### config.mk
export PLATFORM = sky130hd
export DESIGN_NAME = serial_subtractor
export DESIGN_NICKNAME = d
export VERILOG_FILES = /design/src/rtl/serial_subtractor_pkg.sv /design/src/rtl/serial_subtractor_full_adder.sv /design/src/rtl/serial_subtractor.sv
export SDC_FILE = /design/constraint.sdc
export NUM_CORES = 1
export LEC_CHECK = 0
export BUFFER_PORTS_ARGS = -buffer_cell sky130_fd_sc_hd__buf_4
export CORE_UTILIZATION = 53
export DETAILED_ROUTE_END_ITERATION = 8
export GPL_ROUTABILITY_DRIVEN = 0
export GPL_TIMING_DRIVEN = 1
export PLACE_DENSITY_LB_ADDON = 0.08
export SLEW_MARGIN = 10
export SYNTH_ARGS = -nofsm -noshare
export SYNTH_HDL_FRONTEND = slang
export SYNTH_SLANG_ARGS = --single-unit
### constraint.sdc
create_clock -name clock -period 1.75 [get_ports clock]
set_input_delay 0.0875 -clock clock [delete_from_list [all_inputs] [get_ports clock]]
set_output_delay 0.0875 -clock clock [all_outputs]
set_load 0.01 [all_outputs]
### src/rtl/serial_subtractor_pkg.sv
// Shared types for the bit-serial subtractor.
// Latency: n/a (types only).
// Backpressure: n/a (types only).
package serial_subtractor_pkg;

    // Control states. IDLE accepts operands, RUN produces one difference
    // bit per clock, and DONE holds the result until the consumer takes it.
    typedef enum logic [1:0] {
        IDLE = 2'd0,
        RUN  = 2'd1,
        DONE = 2'd2
    } sub_state_t;

endpackage

### src/rtl/serial_subtractor_full_adder.sv
// Single-bit full adder cell: sum and carry of three input bits.
// Latency: purely combinational.
// Backpressure: none; there is no handshake.
// Ports: operand_1, operand_2, carry_in -> sum, carry_out.
module full_adder (
    input  logic operand_1,
    input  logic operand_2,
    input  logic carry_in,
    output logic sum,
    output logic carry_out
);

    assign sum       = operand_1 ^ operand_2 ^ carry_in;
    assign carry_out = (operand_1 & operand_2) | (carry_in & (operand_1 ^ operand_2));

endmodule

### src/rtl/serial_subtractor.sv
// Bit-serial two's-complement subtractor (minuend - subtrahend), LSB first.
// Latency: accept on edge N gives result_valid after edge N+WIDTH.
// Backpressure: result held in DONE until result_ready; start_ready only in IDLE.
// Ports: start_valid/start_ready with minuend/subtrahend in; result_valid/
//        result_ready with difference, borrow_out, overflow out.
module serial_subtractor
    import serial_subtractor_pkg::*;
#(
    parameter int WIDTH = 8
) (
    input  logic             clock,
    input  logic             reset_n,
    input  logic             start_valid,
    output logic             start_ready,
    input  logic [WIDTH-1:0] minuend,
    input  logic [WIDTH-1:0] subtrahend,
    output logic             result_valid,
    input  logic             result_ready,
    output logic [WIDTH-1:0] difference,
    output logic             borrow_out,
    output logic             overflow
);

    localparam int CNT_W = (WIDTH > 1) ? $clog2(WIDTH) : 1;

    sub_state_t       state_q;
    sub_state_t       state_d;

    logic [WIDTH-1:0] a_q;
    logic [WIDTH-1:0] b_q;
    logic             carry_q;
    logic [CNT_W-1:0] cnt_q;
    logic [WIDTH-1:0] diff_q;
    logic             borrow_q;
    logic             ovf_q;

    logic             fa_sum;
    logic             fa_carry;
    logic             last_bit;
    logic             accept;

    // a - b == a + ~b + 1: invert the subtrahend bit, seed carry with 1.
    full_adder u_full_adder (
        .operand_1 (a_q[0]),
        .operand_2 (~b_q[0]),
        .carry_in  (carry_q),
        .sum       (fa_sum),
        .carry_out (fa_carry)
    );

    assign last_bit = (cnt_q == CNT_W'(WIDTH - 1));
    assign accept   = (state_q == IDLE) && start_valid;

    // Handshake outputs decode the state register only.
    assign start_ready  = (state_q == IDLE);
    assign result_valid = (state_q == DONE);

    assign difference = diff_q;
    assign borrow_out = borrow_q;
    assign overflow   = ovf_q;

    always_ff @(posedge clock or negedge reset_n) begin
        if (!reset_n) begin
            state_q <= IDLE;
        end else begin
            state_q <= state_d;
        end
    end

    always_comb begin
        state_d = state_q;
        unique case (state_q)
            IDLE:    if (start_valid)  state_d = RUN;
            RUN:     if (last_bit)     state_d = DONE;
            DONE:    if (result_ready) state_d = IDLE;
            default:                   state_d = IDLE;
        endcase
    end

    always_ff @(posedge clock or negedge reset_n) begin
        if (!reset_n) begin
            a_q      <= '0;
            b_q      <= '0;
            carry_q  <= 1'b0;
            cnt_q    <= '0;
            diff_q   <= '0;
            borrow_q <= 1'b0;
            ovf_q    <= 1'b0;
        end else if (accept) begin
            a_q     <= minuend;
            b_q     <= subtrahend;
            carry_q <= 1'b1;
            cnt_q   <= '0;
            diff_q  <= '0;
        end else if (state_q == RUN) begin
            diff_q  <= {fa_sum, diff_q[WIDTH-1:1]};
            carry_q <= fa_carry;
            a_q     <= {1'b0, a_q[WIDTH-1:1]};
            b_q     <= {1'b0, b_q[WIDTH-1:1]};
            cnt_q   <= cnt_q + CNT_W'(1);
            if (last_bit) begin
                // Carry into the MSB differs from carry out of it on signed
                // overflow; a missing final carry means an unsigned borrow.
                ovf_q    <= carry_q ^ fa_carry;
                borrow_q <= ~fa_carry;
            end
        end
    end

endmodule

==> key figures <==
Floorplanning
  • Die X: 55.73 um
  • Top Ports: 32
  • Placement Rows: 19
  • Initial core utilization: 0.5597
  • Core ar.: 2734 um2
  • Die H: 55.73 um
  • DIE AREA: 3106 um2

Final layout
  • Layout Nets: 191
  • Number of diodes: 0
  • Area Growth Syn to Fin: 26.08%
  • Post-route insts no fill: 200
  • Layout cells sized above 1: 0.2899
  • Cell area after layout: 1929 um2
  • Fin util: 0.7057

Timing
  • Crit path time final: 1.416 ns
  • Worst slew pin tran: 0.4083 ns
  • Final Worst Setup Slack: 0.3337 ns
  • FMAX: 706.1 MHz
  • Hold Slack: 0.09754 ns
  • Post-Route Setup TNS: 0 ns
  • Tcrit/Tclk final: 0.8093
  • Pins Over Slew Limit: 0
  • Max_slew headroom: 0.7278
  • Final setup vio count: 0
  • RSZ-0062 raised after global routing: no
  • Fin. Hold Viols: 0
  • Layout Skew: 0.007128 ns

Worst setup path
  • Critical path type: reg -> out
  • R2R setup slack: 0.34 ns
  • RR Startpoint: carry_q
  • Worst Path Arrival: 1.33 ns
  • Crit-path max cell delay: 0.44 ns
  • Crit-path slowest cell: dfrtp_1
  • Most frequent CP cell: buf_4
  • Worst-path cell chain: buf_4, nor2_1, buf_4
  • CP Launch Type: flop
  • CP required: 1.66 ns
  • Crit-path max FO: 19
  • Worst Setup End Kind: output port
  • Reg2reg path depth: 4
  • RR Endpoint: overflow

Synth
  • Syn Area/Cell: 11.68 um2
  • Synth area leaders: dfrtp_1, nor4b_1, a211oi_1
  • Post-Syn Area: 1530 um2
  • Flops & latches, synth: 32
  • Most frequent cell after synthesis: dfrtp_1
  • Syn Inst Count: 131
  • Synth Flop Type: dfrtp_1
  • Synth top area share: 0.5233
  • Post-synth top area cell: dfrtp_1
  • Netlist cell types: 23
  • Yosys warns: 0
  • Post-synth EDFFs: 0
  • Net Count, Synth: 154
  • Sequential area share after synthesis: 0.5233
  • Synth cell count leaders: dfrtp_1, inv_1, a211oi_1, nor3b_1, nor4b_1
  • Ys async rst share: 1.000

CTS
  • Clock latency on the worst-skew pair: 0.34 ns
  • CTS H-tree lvls: 2
  • Clock Sinks: 32
  • Root Buffer: clkbuf_4
  • Maximum clock insertion buffer count: 2
  • Worst-path clk slew: 0.10 ns
  • CTS Buf Count: 5
  • CTS tree: done
  • PostCTS Resize Cnt: 0

GRT
  • Initial antenna violation count: 0
  • Overflow after GRT: 0
  • Largest net degree at the start of global routing: 33
  • Global-route wire length before repair: 5347 um
  • GRT Overall Usage: 0.2255
  • Vias in the first global route: 1174

Power
  • Leakage power: 0.9123 nW
  • Combinational share of power: 0.422
  • Internal power: 2.187 mW
  • Psw: 1.128 mW
  • Flop pwr share: 0.387
  • Peak supply drop: 1.286 mV
  • Clock Power Share: 0.191
  • Final Power: 3.315 mW
  • Pwr Density: 1718 nW/um2
  • Net Sw Frac: 0.3404

Route
  • DR WL/cell: 14.76 um
  • Drt total wl: 2951 um
  • Drc violations: 0
  • Post-route ant nets: 0
  • DR pass1 iterations: 4
  • Initial DRC count: 29
  • Vias per cell: 5.775
  • Via count: 1155

Placement
  • Pre-CTS setup slack: 0.3417 ns
  • Placed Area: 1794 um2
  • Hpwl dp: 1955 um
  • Placed cells: 188
  • Port bufs: 31

Worst hold path
  • WHS Endpoint: state_q[0]
  • Min-delay worst type: in -> reg
  • HP Start: start_valid
  • Hold Crit Depth: 3

Status
  • Outcome: finished, final reports clean

Run
  • Max-cap violation count: 0
## layout by cell type (no fill, tap or decap)
master / instances
nand2b_1: 3
ha_1: 2
mux2_2: 3
nor2_1: 1
dlygate4sd3_1: 4
xnor2_1: 1
dfrtp_1: 32
a21oi_1: 1
a211oi_1: 14
buf_4: 36
nor2b_1: 1
bufinv_16: 1
clkbuf_8: 2
a32o_1: 2
a22o_1: 10
fa_1: 1
nor4b_1: 14
buf_12: 1
nor3b_1: 14
o21bai_4: 1
nand3b_1: 1
a22oi_1: 1
o21ai_1: 1
clkbuf_4: 5
inv_1: 17
## logic make-up (layout without fill, tap and decap cells)
kind of cell / count (synthesis) / in the layout / share of synthesized area
simple gates: 34 / 34 / 0.1725
flops: 32 / 32 / 0.5233
compound gates: 30 / 30 / 0.1627
buf+inv: 28 / 66 / 0.08421
fa+ha+maj: 3 / 3 / 0.02943
mux: 3 / 3 / 0.02208
xor+xnor: 1 / 1 / 0.005725
## power groups by stage
stage	clock network, mW	registers, mW	logic [mW]
floorplan	0	1.29	0.951
global placement	0	1.28	1.36
detailed placement	0	1.30	1.41
CTS	0.648	1.29	1.42
global route	0.679	1.33	1.57
finish	0.633	1.28	1.40
## per-layer routing
layer  vias to the layer above  track usage  part of all wire
li1                        555            -                 -
met1                       557       0.3075              0.46
met2                        34       0.3391              0.47
met3                         9      0.07209             0.053
met4                         0      0.08214             0.019
met5                         -            0                 0
## worst max-delay path by stage
stage | depth (start not counted) | startpoint | slack, ns | to
4_1_cts | 3 | state_q[0] | 0.32 | start_ready
5_1_grt | 4 | state_q[0] | 0.27 | result_valid
3_3_place_gp | 3 | b_q[0] | 0.39 | overflow
6_report | 3 | state_q[0] | 0.33 | start_ready
3_5_place_dp | 4 | carry_q | 0.34 | overflow
2_1_floorplan | 3 | b_q[0] | 0.41 | overflow
## final cells by class
cell class	instances	area (um2)
Inverter	17	63.81
Fill cell	218	804.5
Clock buffer	7	65.06
Multi-Input combinational cell	71	600.6
Sequential cell	32	800.8
Tap cell	31	38.79
Clock inverter	1	30.03
Timing Repair Buffer	41	330.3
## critical path, delay by kind of cell, from the launching register on
kind / cells / cell delay [ns]
AND/OR/NAND/NOR: 1 / 0.18
buffers and inverters: 2 / 0.37
flip-flops: 1 / 0.44
## sequential cells by signal, indices dropped and copies added, names as in the netlist
| register | flops |
|---|---|
| difference | 8 |
| overflow | 1 |
| b_q | 8 |
| a_q | 8 |
| carry_q | 1 |
| state_q | 2 |
| borrow_out | 1 |
| cnt_q | 3 |
## repair_timing
| action | CTS | global route |
|---|---|---|
| endpoints found under the hold margin | 35 | 0 |
| hold buffers | 4 | 0 |
| buffers inserted | 0 | 0 |
(Power assumes the default switching activity.)
